$ cat config.mk
export PLATFORM = sky130hd
export DESIGN_NAME = uart_tx_fifo_flat
export DESIGN_NICKNAME = d
export VERILOG_FILES = /design/src/rtl/uart_tx_fifo_if.sv /design/src/rtl/uart_tx_fifo.sv /design/src/flat_wrapper.sv
export SDC_FILE = /design/constraint.sdc
export NUM_CORES = 1
export LEC_CHECK = 0
export CAP_MARGIN = 20
export CORE_UTILIZATION = 60
export CTS_CLUSTER_DIAMETER = 60
export DETAILED_ROUTE_END_ITERATION = 10
export GPL_TIMING_DRIVEN = 0
export PLACE_DENSITY = 0.79
export RECOVER_POWER = 25
export SYNTH_ARGS = -nofsm -noshare
export SYNTH_HDL_FRONTEND = slang
export SYNTH_SLANG_ARGS = --single-unit
$ cat constraint.sdc
create_clock -name clk -period 2.85 [get_ports clk]
set_input_delay 0.57 -clock clk [delete_from_list [all_inputs] [get_ports clk]]
set_output_delay 0.57 -clock clk [all_outputs]
set_load 0.005 [all_outputs]
$ cat src/rtl/uart_tx_fifo_if.sv
// Byte-write side and transmitter handshake of uart_tx_fifo.
// slave is the FIFO; master is its environment (writer plus transmitter).
interface uart_tx_fifo_if #(
    parameter int DEPTH = 16
);
    logic                   wr_e_i;
    logic [7:0]             wr_d_i;
    logic                   full_o;
    logic [$clog2(DEPTH):0] count_o;
    logic                   overflow_o;
    logic                   idle_o;
    logic                   tx_e_o;
    logic [7:0]             tx_d_o;
    logic                   tx_busy_i;

    modport master (
        output wr_e_i, wr_d_i, tx_busy_i,
        input  full_o, count_o, overflow_o, idle_o, tx_e_o, tx_d_o
    );
    modport slave (
        input  wr_e_i, wr_d_i, tx_busy_i,
        output full_o, count_o, overflow_o, idle_o, tx_e_o, tx_d_o
    );
endinterface

$ cat src/rtl/uart_tx_fifo.sv
// Circular byte FIFO ahead of the UART transmitter. Drains one byte per
// enable pulse and relaunches a byte if busy never rises.
module uart_tx_fifo #(
    parameter int DEPTH        = 16,
    parameter int BUSY_TIMEOUT = 4
) (
    input  logic          clk,
    input  logic          reset,
    uart_tx_fifo_if.slave bus
);
    localparam int AW = $clog2(DEPTH);
    localparam int CW = AW + 1;
    localparam int TW = $clog2(BUSY_TIMEOUT + 1);

    typedef enum logic [1:0] {IDLE, LAUNCH, WAIT_BUSY, WAIT_DONE} state_t;

    logic [7:0]    mem [DEPTH];
    logic [AW-1:0] wr_ptr, rd_ptr;
    logic [CW-1:0] count;
    logic [TW-1:0] timer;
    state_t        state;
    logic          tx_e, overflow;
    logic [7:0]    tx_d;
    logic          full, push, pop;

    // Full is taken from the pre-edge count, so a pop never frees room
    // for a write in the same cycle.
    assign full = (count == CW'(DEPTH));
    assign push = bus.wr_e_i && !full;
    assign pop  = (state == IDLE) && (count != '0) && !bus.tx_busy_i;

    assign bus.full_o     = full;
    assign bus.count_o    = count;
    assign bus.overflow_o = overflow;
    assign bus.idle_o     = (count == '0) && (state == IDLE);
    assign bus.tx_e_o     = tx_e;
    assign bus.tx_d_o     = tx_d;

    always_ff @(posedge clk) begin
        if (push) mem[wr_ptr] <= bus.wr_d_i;
    end

    always_ff @(posedge clk) begin
        if (reset) begin
            wr_ptr   <= '0;
            rd_ptr   <= '0;
            count    <= '0;
            overflow <= 1'b0;
            tx_d     <= 8'h00;
            tx_e     <= 1'b0;
            timer    <= '0;
            state    <= IDLE;
        end else begin
            if (push) wr_ptr <= wr_ptr + 1'b1;
            if (pop) begin
                rd_ptr <= rd_ptr + 1'b1;
                tx_d   <= mem[rd_ptr];
            end
            count <= count + CW'(push) - CW'(pop);
            if (bus.wr_e_i && full) overflow <= 1'b1;

            tx_e <= 1'b0;
            case (state)
                IDLE: begin
                    if (pop) begin
                        state <= LAUNCH;
                        tx_e  <= 1'b1;
                    end
                end
                LAUNCH: begin
                    timer <= '0;
                    state <= WAIT_BUSY;
                end
                WAIT_BUSY: begin
                    if (bus.tx_busy_i) begin
                        state <= WAIT_DONE;
                    end else if (timer == TW'(BUSY_TIMEOUT - 1)) begin
                        state <= LAUNCH;   // same byte, no new pop
                        tx_e  <= 1'b1;
                    end else begin
                        timer <= timer + 1'b1;
                    end
                end
                WAIT_DONE: begin
                    if (!bus.tx_busy_i) state <= IDLE;
                end
                default: state <= IDLE;
            endcase
        end
    end
endmodule
$ cat src/flat_wrapper.sv
// flat-port wrapper written by rule: the top's interface ports become plain ports
module uart_tx_fifo_flat 
#(
    parameter int DEPTH        = 16,
    parameter int BUSY_TIMEOUT = 4
)
  (clk, reset, bus_wr_e_i, bus_wr_d_i, bus_tx_busy_i, bus_full_o, bus_count_o, bus_overflow_o, bus_idle_o, bus_tx_e_o, bus_tx_d_o);
  uart_tx_fifo_if #(.DEPTH(DEPTH)) bus_i ();
  input  logic clk;
  input  logic reset;
  input wire logic [$bits(bus_i.wr_e_i)-1:0] bus_wr_e_i;
  input wire logic [$bits(bus_i.wr_d_i)-1:0] bus_wr_d_i;
  input wire logic [$bits(bus_i.tx_busy_i)-1:0] bus_tx_busy_i;
  output wire logic [$bits(bus_i.full_o)-1:0] bus_full_o;
  output wire logic [$bits(bus_i.count_o)-1:0] bus_count_o;
  output wire logic [$bits(bus_i.overflow_o)-1:0] bus_overflow_o;
  output wire logic [$bits(bus_i.idle_o)-1:0] bus_idle_o;
  output wire logic [$bits(bus_i.tx_e_o)-1:0] bus_tx_e_o;
  output wire logic [$bits(bus_i.tx_d_o)-1:0] bus_tx_d_o;
  assign bus_i.wr_e_i = bus_wr_e_i;
  assign bus_i.wr_d_i = bus_wr_d_i;
  assign bus_i.tx_busy_i = bus_tx_busy_i;
  assign bus_full_o = bus_i.full_o;
  assign bus_count_o = bus_i.count_o;
  assign bus_overflow_o = bus_i.overflow_o;
  assign bus_idle_o = bus_i.idle_o;
  assign bus_tx_e_o = bus_i.tx_e_o;
  assign bus_tx_d_o = bus_i.tx_d_o;
  uart_tx_fifo #(.DEPTH(DEPTH), .BUSY_TIMEOUT(BUSY_TIMEOUT)) u_core (.clk(clk), .reset(reset), .bus(bus_i));
endmodule
==> results.sh, run 1 <==
export IMPL_cts_hold_buffers_added=0
export IMPL_fin_area_sq_um=7380
export IMPL_place_inst=518
export IMPL_synth_seq_cells=156
export IMPL_setup_violations=0
export IMPL_grt_usage=0.245
export IMPL_fin_ws_ns=0.145
export IMPL_worst_ep_arrival_time_ns=3.15
export IMPL_required_ns=3.30
export IMPL_die_h_microns=104
export IMPL_pwr_share_seq=0.437
export IMPL_cts_sinks=156
export IMPL_final_hold_viol_count=0
export IMPL_synth_compound_area_share=0.0332
export IMPL_syn_num_nets=377
export IMPL_final_core_util=0.722
export IMPL_fmax_mhz=370
export IMPL_hold_class="reg -> reg"
export IMPL_maxCapViolCount=0
export IMPL_power_total_mw=6.20
export IMPL_cts_buffer_depth=2
export IMPL_core_area_sq_um=10200
export IMPL_antenna_found_initial=0
export IMPL_synthMuxAreaShare=0.143
export IMPL_drt_initial_drc_count=354
export IMPL_finalCriticalPeriod_ns=2.70
export IMPL_ios=29
export IMPL_final_cell_mix="edfxtp_1, mux4_2, dfxtp_1"
export IMPL_htree_num_levels=4
export IMPL_final_common_cell="edfxtp_1"
export IMPL_drive_above_1_share=0.217
export IMPL_hpwl_microns=7850
export IMPL_critPathBufInv=2
export IMPL_vias_per_cell=6.04
export IMPL_ant_nets=0
export IMPL_seq_area_frac_synth=0.700
export IMPL_grt_pass1_wl_microns=19000
export IMPL_placed_cell_area_sq_um=6760
export IMPL_antenna_cells=0
export IMPL_final_nets=427
export IMPL_synthAdderAreaFrac=0.0271
export IMPL_io_buffers=28
export IMPL_max_slew_margin=0.345
export IMPL_ys_types=36
export IMPL_rows=37
export IMPL_path_delay_family="simple AND/OR/NAND/NOR gates"
export IMPL_ir_drop_uv=483
export IMPL_start_kind="flip-flop"
export IMPL_finClkSkew_ns=0.00778
export IMPL_synth_xor_xnor_area_share=0.0111
export IMPL_cp_max_fo=7
export IMPL_clkPwrFrac=0.359
export IMPL_cts_made_buffers=17
export IMPL_syn_cell_area_sq_um=6290
export IMPL_synthCells=352
export IMPL_area_growth_pct=17.5
export IMPL_vias=3326
export IMPL_synth_top_cell_area_share=0.611
export IMPL_final_cell_count_no_fill=551
export IMPL_switchingPower_mw=1.57
export IMPL_status="finished, final reports clean"
export IMPL_power_frac_comb=0.204
export IMPL_grt_overflow=0
export IMPL_cellInternalPower_mw=4.63
export IMPL_hold_ws_ns=0.469
export IMPL_cts_root_buffer="clkbuf_8"
export IMPL_routed_wl_microns=12300
export IMPL_final_max_slew_violation_count=0
export IMPL_drc=0
export IMPL_fin_setup_tns_ns=0
export IMPL_worstMarginPinSlew_ns=0.979
export IMPL_syn_area_per_cell_sq_um=17.9
export IMPL_path_class="reg -> reg"
export IMPL_grt_max_degree=17
export IMPL_period_share=0.949
export IMPL_powerDensity_nw_per_um2=840
export IMPL_cp_cell_sequence="inv_1 -> ha_1 -> or4b_4 -> buf_6 -> nand3_2 -> o21ai_0 -> ha_2 -> fa_2 -> a21oi_1 -> nor2_1 -> or3_1 -> a21oi_2"
export IMPL_synth_top_cells_by_area="edfxtp_1, mux4_2, dfxtp_1"
export IMPL_pre_cts_slack_ns=-0.101
export IMPL_gp_congestion=0.747
export IMPL_yosysTopAreaCell="edfxtp_1"
export IMPL_grt_pass1_vias=3405
export IMPL_synth_top_family_by_area="multiplexers"
export IMPL_wire_per_inst_microns=22.3
export IMPL_switching_share=0.253
export IMPL_dieArea_sq_um=10900
export IMPL_yosys_area_share_simple=0.0631
export IMPL_drt_first_pass_iters=7
export IMPL_slowest_delay_ns=0.47
export IMPL_initial_core_util=0.615
export IMPL_tritoncts="yes"
export IMPL_clk_pin_slew_ns=0.06
export IMPL_fp_dieW_microns=104
export IMPL_yosys_warnings=0
export IMPL_end_kind="flip-flop"
export IMPL_clk_latency_ns=0.51
export IMPL_crit_slowest_cell="or4b_4"
export IMPL_leakagePower_nw=2.41
logic make-up after synthesis:
family	after synthesis
adders and majority gates	13
AOI/OAI and AO/OA	25
DFF	156
xor gates and xnor gates	8
muxes	50
buffers and inverters	29
and+or+nand+nor	71
state kept, by name, indices dropped and copies added, names as in the netlist:
signal,flops
u_core.mem,128
u_core.wr_ptr,4
u_core.bus.tx_d_o,8
u_core.timer,3
u_core.bus.count_o,5
u_core.rd_ptr,4
u_core.bus.overflow_o,1
u_core.bus.tx_e_o,1
u_core.state,2
worst paths after layout:
| check | start | endpoint | slack, ns | cells after the start |
|---|---|---|---|---|
| max reg2reg | u_core.bus.count_o[2]$_SDFF_PP0_ | u_core.bus.count_o[4]$_SDFF_PP0_ | 0.15 | 12 |
| max | u_core.bus.count_o[2]$_SDFF_PP0_ | u_core.bus.count_o[4]$_SDFF_PP0_ | 0.15 | 12 |
| min reg2reg | u_core.bus.overflow_o$_SDFFE_PP0P_ | u_core.bus.overflow_o$_SDFFE_PP0P_ | 0.47 | 2 |
| min | u_core.bus.overflow_o$_SDFFE_PP0P_ | u_core.bus.overflow_o$_SDFFE_PP0P_ | 0.47 | 2 |
power by group through the flow:
stage | registers, mW | clock network, mW | logic (mW)
final | 2.71 | 2.23 | 1.27
after global routing | 2.73 | 2.35 | 1.38
after CTS | 2.71 | 2.25 | 1.24
after detailed placement | 2.75 | 0 | 1.21
after global placement | 2.74 | 0 | 1.18
after floorplan | 2.74 | 0 | 0.807
tightest hold or removal path, stage by stage (launching register included):
cell     delay [ns]
dfxtp_1        0.33
a21oi_1        0.04
nor2_1         0.07
metal layers:
layer	track usage	up-vias	share of wire
met5	0	-	0
met4	0.105	0	0.021
met3	0.0551	24	0.054
met2	0.404	117	0.52
met1	0.315	1707	0.40
li1	-	1478	-
repair_timing:
item,CTS,global route
resized for setup,3,5
buffers inserted,0,1
setup endpoints to repair,2,1
pin swaps,0,1
cells in the mapped netlist:
master and count:
buf_4 4, edfxtp_1 128, or4b_1 2, fa_1 1, o221ai_2 8, xor2_1 5
a21oi_1 10, clkbuf_1 8, nand2_1 6, and2_1 1, mux4_2 32, nor2b_1 3
buf_1 3, nand3b_1 8, ha_1 12, nand4bb_1 1, o21ai_0 5, or3_1 3
nor3_1 5, and3_1 1, xnor2_1 3, nor3_4 1, inv_1 9, a21o_1 1
dfxtp_1 28, nor4_1 1, nand3_1 8, nor2_1 25, nand2_4 1, nand2b_1 3
or2_0 1, a31oi_1 1, mux2i_1 18, buf_6 1, buf_2 4, nand4b_2 1
cell type report:
class	instances	area (sq um)
Inverter	9	33.8
Tap cell	136	170
Buffer	20	109
Fill cell	603	2850
Sequential cell	156	4400
Timing Repair Buffer	31	299
Multi-Input combinational cell	167	1770
Clock buffer	23	457
Clock inverter	9	138
(Power assumes the default switching activity.)
==> inputs of run 2 (changes only) <==
--- a/config.mk
+++ b/config.mk
@@ -12,6 +12,7 @@
 export GPL_TIMING_DRIVEN = 0
 export PLACE_DENSITY = 0.79
 export RECOVER_POWER = 25
+export SKIP_LAST_GASP = 1
 export SYNTH_ARGS = -nofsm -noshare
 export SYNTH_HDL_FRONTEND = slang
 export SYNTH_SLANG_ARGS = --single-unit
==> results of run 2 <==
Same layout as run 1: the final DEF is identical, and so are final timing and power.
